<file path="config.mk">
export PLATFORM = sky130hd
export DESIGN_NAME = execute_mul_sequencer
export DESIGN_NICKNAME = d
export VERILOG_FILES = /design/src/rtl/execute_mul_sequencer.sv
export SDC_FILE = /design/constraint.sdc
export NUM_CORES = 1
export LEC_CHECK = 0
export ABC_AREA = 0
export CORE_MARGIN = 2
export CORE_UTILIZATION = 40
export DETAILED_ROUTE_END_ITERATION = 7
export PLACE_DENSITY = 0.68
export SETUP_SLACK_MARGIN = 0.02
export SLEW_MARGIN = 20
export SYNTH_ARGS = -nofsm -noshare
export SYNTH_HDL_FRONTEND = slang
export SYNTH_SLANG_ARGS = --single-unit
</file>
<file path="constraint.sdc">
create_clock -name clk -period 3.66 [get_ports clk]
set_clock_uncertainty 0.15 [all_clocks]
set_input_delay 0.549 -clock clk [delete_from_list [all_inputs] [get_ports clk]]
set_output_delay 0.549 -clock clk [all_outputs]
set_load 0.05 [all_outputs]
</file>
<file path="src/rtl/execute_mul_sequencer.sv">
// ---------------------------------------------------------------------------
// execute_mul_sequencer
//
// Multi-cycle controller for the LEGv8 MUL instruction in the execute stage.
// A MUL issued from ID/EX is accepted in IDLE. It is then computed by an
// iterative radix-2 shift-add loop, one multiplier bit per cycle. The pipeline
// is stalled for the whole loop. When the low WORD bits of the product are
// ready, done pulses for one cycle. Other opcodes are ignored and go through
// the single-cycle ALU path.
//
// Optional feature (compile-time macro MUL_EARLY_TERM_EN):
//   When it is defined, the loop also ends after any iteration that leaves the
//   shifted multiplier at zero. Results are the same; only the latency changes.
//
// Ports:
//   clk        in   1     rising-edge clock
//   rst_n      in   1     asynchronous reset, active-low
//   start      in   1     ID/EX holds a valid instruction this cycle
//   opcode     in   11    instruction opcode from ID/EX
//   operand_a  in   WORD  multiplicand (read_data1)
//   operand_b  in   WORD  multiplier (read_data2)
//   flush      in   1     pipeline flush; aborts any MUL in progress
//   stall      out  1     hold PC, IF/ID and ID/EX (combinational)
//   busy       out  1     sequencer not in IDLE
//   done       out  1     one-cycle pulse; product valid from the next cycle
//   product    out  WORD  low WORD bits of operand_a*operand_b
// ---------------------------------------------------------------------------
module execute_mul_sequencer #(
  parameter int          WORD       = 64,
  parameter logic [10:0] MUL_OPCODE = 11'h4D8,
  parameter int          CNT_W      = 7
) (
  input  logic            clk,
  input  logic            rst_n,
  input  logic            start,
  input  logic [10:0]     opcode,
  input  logic [WORD-1:0] operand_a,
  input  logic [WORD-1:0] operand_b,
  input  logic            flush,
  output logic            stall,
  output logic            busy,
  output logic            done,
  output logic [WORD-1:0] product
);

  typedef enum logic [1:0] {
    S_IDLE = 2'd0,
    S_RUN  = 2'd1,
    S_DONE = 2'd2
  } state_t;

  state_t            r_state;
  state_t            w_state_next;
  logic [WORD-1:0]   r_a;
  logic [WORD-1:0]   r_b;
  logic [WORD-1:0]   r_acc;
  logic [WORD-1:0]   r_product;
  logic [CNT_W-1:0]  r_cnt;

  logic              w_accept;
  logic              w_last_iter;
  logic [WORD-1:0]   w_b_shift;

  // Flush has priority over start, so a flushed MUL is never accepted.
  assign w_accept  = (r_state == S_IDLE) && start && (opcode == MUL_OPCODE) && !flush;
  assign w_b_shift = r_b >> 1;

  // End-of-loop detection: the counter reaches WORD on this iteration.
  // The early-term build also stops once no multiplier bits remain.
`ifdef MUL_EARLY_TERM_EN
  assign w_last_iter = (r_cnt == CNT_W'(WORD - 1)) || (w_b_shift == {WORD{1'b0}});
`else
  assign w_last_iter = (r_cnt == CNT_W'(WORD - 1));
`endif

  assign busy    = (r_state != S_IDLE);
  assign product = r_product;

  // FSM state register
  always_ff @(posedge clk or negedge rst_n) begin
    if (!rst_n) begin
      r_state <= S_IDLE;
    end else begin
      r_state <= w_state_next;
    end
  end

  // FSM next-state and combinational outputs; flush suppresses stall and done at once
  always_comb begin
    w_state_next = r_state;
    stall        = 1'b0;
    done         = 1'b0;
    case (r_state)
      S_IDLE: begin
        if (w_accept) begin
          w_state_next = S_RUN;
          stall        = 1'b1;
        end else begin
          w_state_next = S_IDLE;
        end
      end
      S_RUN: begin
        if (flush) begin
          w_state_next = S_IDLE;
        end else if (w_last_iter) begin
          w_state_next = S_DONE;
          stall        = 1'b1;
        end else begin
          w_state_next = S_RUN;
          stall        = 1'b1;
        end
      end
      S_DONE: begin
        w_state_next = S_IDLE;
        if (flush) begin
          done = 1'b0;
        end else begin
          done = 1'b1;
        end
      end
      default: begin
        w_state_next = S_IDLE;
      end
    endcase
  end

  // Shift-add datapath: load on accept, one multiplier bit per RUN cycle
  always_ff @(posedge clk or negedge rst_n) begin
    if (!rst_n) begin
      r_a   <= {WORD{1'b0}};
      r_b   <= {WORD{1'b0}};
      r_acc <= {WORD{1'b0}};
      r_cnt <= {CNT_W{1'b0}};
    end else if (w_accept) begin
      r_a   <= operand_a;
      r_b   <= operand_b;
      r_acc <= {WORD{1'b0}};
      r_cnt <= {CNT_W{1'b0}};
    end else if ((r_state == S_RUN) && !flush) begin
      // The carry out of the top bit is dropped: only the low half is kept.
      if (r_b[0]) begin
        r_acc <= r_acc + r_a;
      end else begin
        r_acc <= r_acc;
      end
      r_a   <= r_a << 1;
      r_b   <= w_b_shift;
      r_cnt <= r_cnt + CNT_W'(1);
    end else begin
      r_a   <= r_a;
      r_b   <= r_b;
      r_acc <= r_acc;
      r_cnt <= r_cnt;
    end
  end

  // Result register: updated only by a DONE cycle that is not flushed
  always_ff @(posedge clk or negedge rst_n) begin
    if (!rst_n) begin
      r_product <= {WORD{1'b0}};
    end else if ((r_state == S_DONE) && !flush) begin
      r_product <= r_acc;
    end else begin
      r_product <= r_product;
    end
  end

endmodule

</file>
[Word level (Yosys, flattened, before mapping)]
Cells that the tools add are included.
Operators by class
  eq/ne operators: 4
  $add $sub $neg: 2
  mux-type cells: 17
  reduce and logical (&&, ||, !) cells: 11
Operators with widths (count)
  two-way mux 64 bit: 7
  adder 64 bit: 1
  two-way mux 7 bit: 2
  equality test 11 bit (second input constant): 1
  adder 7 x 1 -> 7 bit (second input constant): 1
  equality test 7 x 6 -> 1 bit (second input constant): 1
  nonzero test 2 bit: 3
  logical AND 1 bit: 5
  two-way mux 1 bit: 4
  two-way mux 2 bit: 2
  one-hot mux 2 bit (2 select lines): 1
  equality test 2 x 1 -> 1 bit (second input constant): 1
  equality test 2 bit (second input constant): 1
  logical NOT 2 bit: 1
  one-hot mux 1 bit (2 select lines): 1
  AND reduction 2 bit: 1
  logical NOT 1 bit: 1
Storage, ports and cells
  register bits: 265
  output and inout bits: 67
  logic and storage cells: 40

[Longest topological paths before layout]
  depth after elaboration: 6
  mapped depth: 12
  gate-level depth less buffers: 12

[Worst setup path after synthesis]
No wires, ideal clock.
  path kind: reg2reg
  start: register r_a[0]
  end: register r_acc[52]
  setup time: 0.130 ns
  clock period less this slack: 2.912 ns
  stages on the path, launching flop included: 13
  path slack: 0.748 ns
  arrival: 2.632 ns
  path buffers: 0
  data required time: 3.380 ns
  cell sequence: dfrtp_1 ha_1 fa_1 a211oi_1 o21ai_0 a21oi_2 o41ai_2 a211oi_2 o31ai_4 a21boi_2 o21ai_1 xnor2_1 o21ai_1
On the way
  cells in the longest elaborated chain, start to end: 4
Ends and longest elaborated chain
  start, declared: line 54  | logic [WORD-1:0] r_a;
  start signal, assigned: line 130  | r_a <= {WORD{1'b0}};
  start signal, assigned: line 135  | r_a <= operand_a;
  start signal, assigned: line 146  | r_a <= r_a << 1;
  adder 64 bit: line 142  | r_acc <= r_acc + r_a;
  two-way mux 64 bit: line 141  | if (r_b[0]) begin
  two-way mux 64 bit: line 139  | end else if ((r_state == S_RUN) && !flush) begin
  two-way mux 64 bit: line 134  | end else if (w_accept) begin
  end signal, assigned: line 137  | r_acc <= {WORD{1'b0}};
  end signal, assigned: line 142
  end signal, assigned: line 144  | r_acc <= r_acc;
  end, declared: line 56  | logic [WORD-1:0] r_acc;
Every way passes these cells. The select of a mux whose other input is x is not followed.
A chain may end at the register's enable or synchronous reset.

[Worst setup path after layout]
  start: register r_state[1]
  end: output stall
On the way
  cells in the longest elaborated chain, start to end: 6
Ends and longest elaborated chain
  start, declared: line 52  | state_t r_state;
  start signal, assigned: line 84  | r_state <= w_state_next;
  logical NOT 2 bit: line 65, 93
  logical AND 1 bit (3 in a row): line 65  | assign w_accept = (r_state == S_IDLE) && start && (opcode == MUL_OPCODE) && !flush;
  two-way mux 1 bit: line 95  | if (w_accept) begin
  one-hot mux 1 bit (2 select lines) (*): line 93  | case (r_state)
  end, declared: line 40  | output logic stall,
Mark *: on every way between the ends. The rest lies on a longest branch, timed or not.

==> results.yml <==
global_route:
  grt_max_degree: 135
  antenna_found_initial: 1
  grt-ovfl-total: 0
  grt_pass1_vias: 12464
  grt.total_usage_pct: 21.4
  grt_pass1_wl_mm: 66.7
timing:
  layout_setup_ws_ns: 0.232
  rsz0062_at_grt: "false"
  fin_crit_ns: 3.43
  worst_slew_pin_slew_ns: 0.922
  fin_crit_sh_pct: 93.7
  setup_tns_ns: 0
  drv_slew: 0
  setup_violations: 0
  slew_headroom_pct: 38.6
  hold_viol: 0
  fmax_ghz: 0.292
clock_network:
  clkSinkCount: 265
  cts.clk_slew.worst_paths_ns: 0.06
  cts_buffers: 31
  tritoncts: "yes"
  clk_latency_ns: 0.57
  cts_setup_buffers: 0
  h-tree-depth: 1
  clockBufferDepth: 3
  cts_root_buf: "clkbuf_16"
worst_setup_path:
  critPathKind: "register to output port"
  crit_required_ns: 2.96
  slowest_stage: "nor3b_1"
  path_delay_family: "simple AND/OR/NAND/NOR gates"
  critPathBufInv: 2
  startpoint_type: "register"
  critPathCapture: "stall"
  cp_cell_sequence: "or2_2, nor3b_1, and3_2, nor2_4, inv_1, buf_12"
  crit_arrival_ns: 2.73
  crit_start: "r_state[1]$_DFF_PN0_"
  rrSetupSlack_ns: 0.25
  crit_path_max_incr_delay_ns: 0.62
  crit_cells: 6
  cp-end-kind: "output port"
  crit_path_max_fanout: 4
  regToRegStartpoint: "r_a[6]$_DFFE_PN0P_"
  r2r_end: "r_acc[57]$_DFFE_PN0P_"
  r2r_cells: 11
drt:
  postRouteAntennaNets: 0
  via_count: 12642
  routed_wl_mm: 40.9
  drt_first_pass_iters: 5
  via_per_inst: 5.55
  drc: 0
  avgRoutedWirePerCell_um: 17.9
  first_iter_violations: 801
pwr:
  combPwrFrac_pct: 4.0
  internal_power_mw: 4.95
  total_leakage_power_nw: 8.25
  power_frac_seq_pct: 46.9
  power_mw: 6.28
  p_sw_share_pct: 21.0
  pwr-share-clk_pct: 49.0
  power.net_switching_mw: 1.32
  ir_drop_uv: 318
  power_density_nw_per_um2: 345
die:
  fp.dieW_um: 195
  coreArea_sq_um: 36300
  io-pin-count: 210
  start_util_pct: 40.3
  die_area_sq_um: 38200
  die_h_um: 195
  std_cell_rows: 70
synthesis:
  yosys_warnings: 0
  synth_area_leader_cell: "dfrtp_1"
  synthXorXnorAreaFrac_pct: 3.65
  yosysUniqueCellTypes: 69
  yosys.area_share.adder_pct: 5.60
  yosysMostFrequentCell: "nand2_1"
  ys_seq_area_share_pct: 45.3
  synth_common_cells: "nand2_1, dfrtp_1, nor2_1, o21ai_0, a21oi_1"
  synthMuxAreaShare_pct: 5.34
  synth_seq_cells: 265
  synth_compound_area_share_pct: 18.8
  syn_area_sq_um: 14600
  async_reset_ff_share_pct: 100
  synthSimpleGateAreaFrac_pct: 17.8
  netlist.area_leader.share_pct: 45.3
  synthCells: 1629
  avgSynthCellArea_sq_um: 8.99
  synth_ff_type: "dfrtp_1"
  synth_edf_count: 0
  synth_top_family_by_area: "compound AO/OA/AOI/OAI gates"
  synth_area_leaders: "dfrtp_1, nand2_1, ha_1"
  syn_nets: 1837
min_path:
  min_path_type: "register to register"
cells_and_area:
  drive_gt1_share_pct: 9.12
  layout-area-overhead-vs-synth_pct: 24.1
  fin_nets: 1999
  antenna_cells: 0
placed_design:
  hpwl_mm: 28.6
  gp_congestion: 0.945
  io_buffer_count: 209
  dp_slack_ns: 0.239
run:
  maxCapViolations: 0
run_status:
  status: "complete, no violations"
## sequential cells by signal (all words and copies together), names as in the netlist
register	flops
r_b	64
product	64
r_acc	64
r_state	2
r_cnt	7
r_a	64
## cells in the final DEF, fill, tap and decap left out, types with 15 or more instances in the layout
cell type,netlist,layout
mux2_2,65,65
clkbuf_16,0,31
inv_1,20,20
xor2_1,24,24
nand4_1,31,31
xnor2_1,37,37
a31oi_1,68,68
buf_4,12,15
dfrtp_1,265,265
nor3_1,16,16
o21ai_0,92,92
ha_1,64,64
a22oi_1,64,64
a21o_1,25,25
o21bai_1,20,20
clkdlybuf4s50_1,0,207
a21oi_1,91,91
nand2_1,373,372
nand3_1,33,32
nor2_1,115,113
## cells by family after synthesis
| kind of cell | after synthesis |
|---|---|
| simple gates | 617 |
| compound gates | 431 |
| flops | 265 |
| buf+inv | 120 |
| mux | 70 |
| fa+ha+maj | 65 |
| xor+xnor | 61 |
## worst min-delay path by stage
stage	end	cells past startpoint	startpoint	slack [ns]
after floorplan	product[0]$_DFFE_PN0P_	0	rst_n	0.10
after global placement	r_state[1]$_DFF_PN0_	1	r_cnt[6]$_DFFE_PN0P_	0.31
after detailed placement	r_state[1]$_DFF_PN0_	1	r_cnt[6]$_DFFE_PN0P_	0.33
after CTS	r_state[1]$_DFF_PN0_	1	r_cnt[6]$_DFFE_PN0P_	0.34
after global routing	r_b[63]$_DFFE_PN0P_	2	r_b[63]$_DFFE_PN0P_	0.37
final	r_state[1]$_DFF_PN0_	1	r_cnt[6]$_DFFE_PN0P_	0.33
## power by group through the flow
stage               clock (mW)  sequential (mW)  combinational [mW]
floorplan                    0             3.00              0.0200
global placement             0             3.00               0.258
detailed placement           0             3.00               0.258
CTS                       3.15             2.95               0.261
global route              3.29             2.95               0.279
finish                    3.08             2.95               0.253
## through the flow
step	instances	hold WS, ns	utilization [%]	area [sq um]
final	2278	0.334	50.0	18200
after global routing	2278	0.371	50.0	18200
after CTS	2278	0.339	50.0	18200
after global placement	2225	0.311	47.1	17100
after detailed placement	2225	0.330	47.1	17100
after floorplan	1629	0.103	-	14600
## timing repair
action	CTS	global route
endpoints found under the setup margin	0	2
hold buffers	1	0
resized for setup	0	2
endpoints found under the hold margin	80	0
## final cells by class
cell class	instances	area, sq um
Clock buffer	40	870
Multi-Input combinational cell	1244	7550
Timing Repair Buffer	229	2310
Tap cell	468	586
Fill cell	3391	18200
Clock inverter	12	148
Sequential cell	265	6630
Inverter	20	75.1
## routing by layer
metal | track usage [%] | vias up | wire length (um)
li1 | - | 6083 | -
met1 | 30.8 | 6111 | 19200
met2 | 34.1 | 379 | 18500
met3 | 3.20 | 69 | 2330
met4 | 5.12 | 0 | 824
met5 | 0 | - | 0
## worst register-to-register path, delay by kind of cell, from the launching register on
| family | cells | cell delay, ns |
|---|---|---|
| AOI/OAI and AO/OA | 9 | 2.27 |
| xor gates and xnor gates | 1 | 0.14 |
| adders and majority gates | 1 | 0.38 |
| DFF | 1 | 0.40 |
Power figures use the tool's default switching activity.
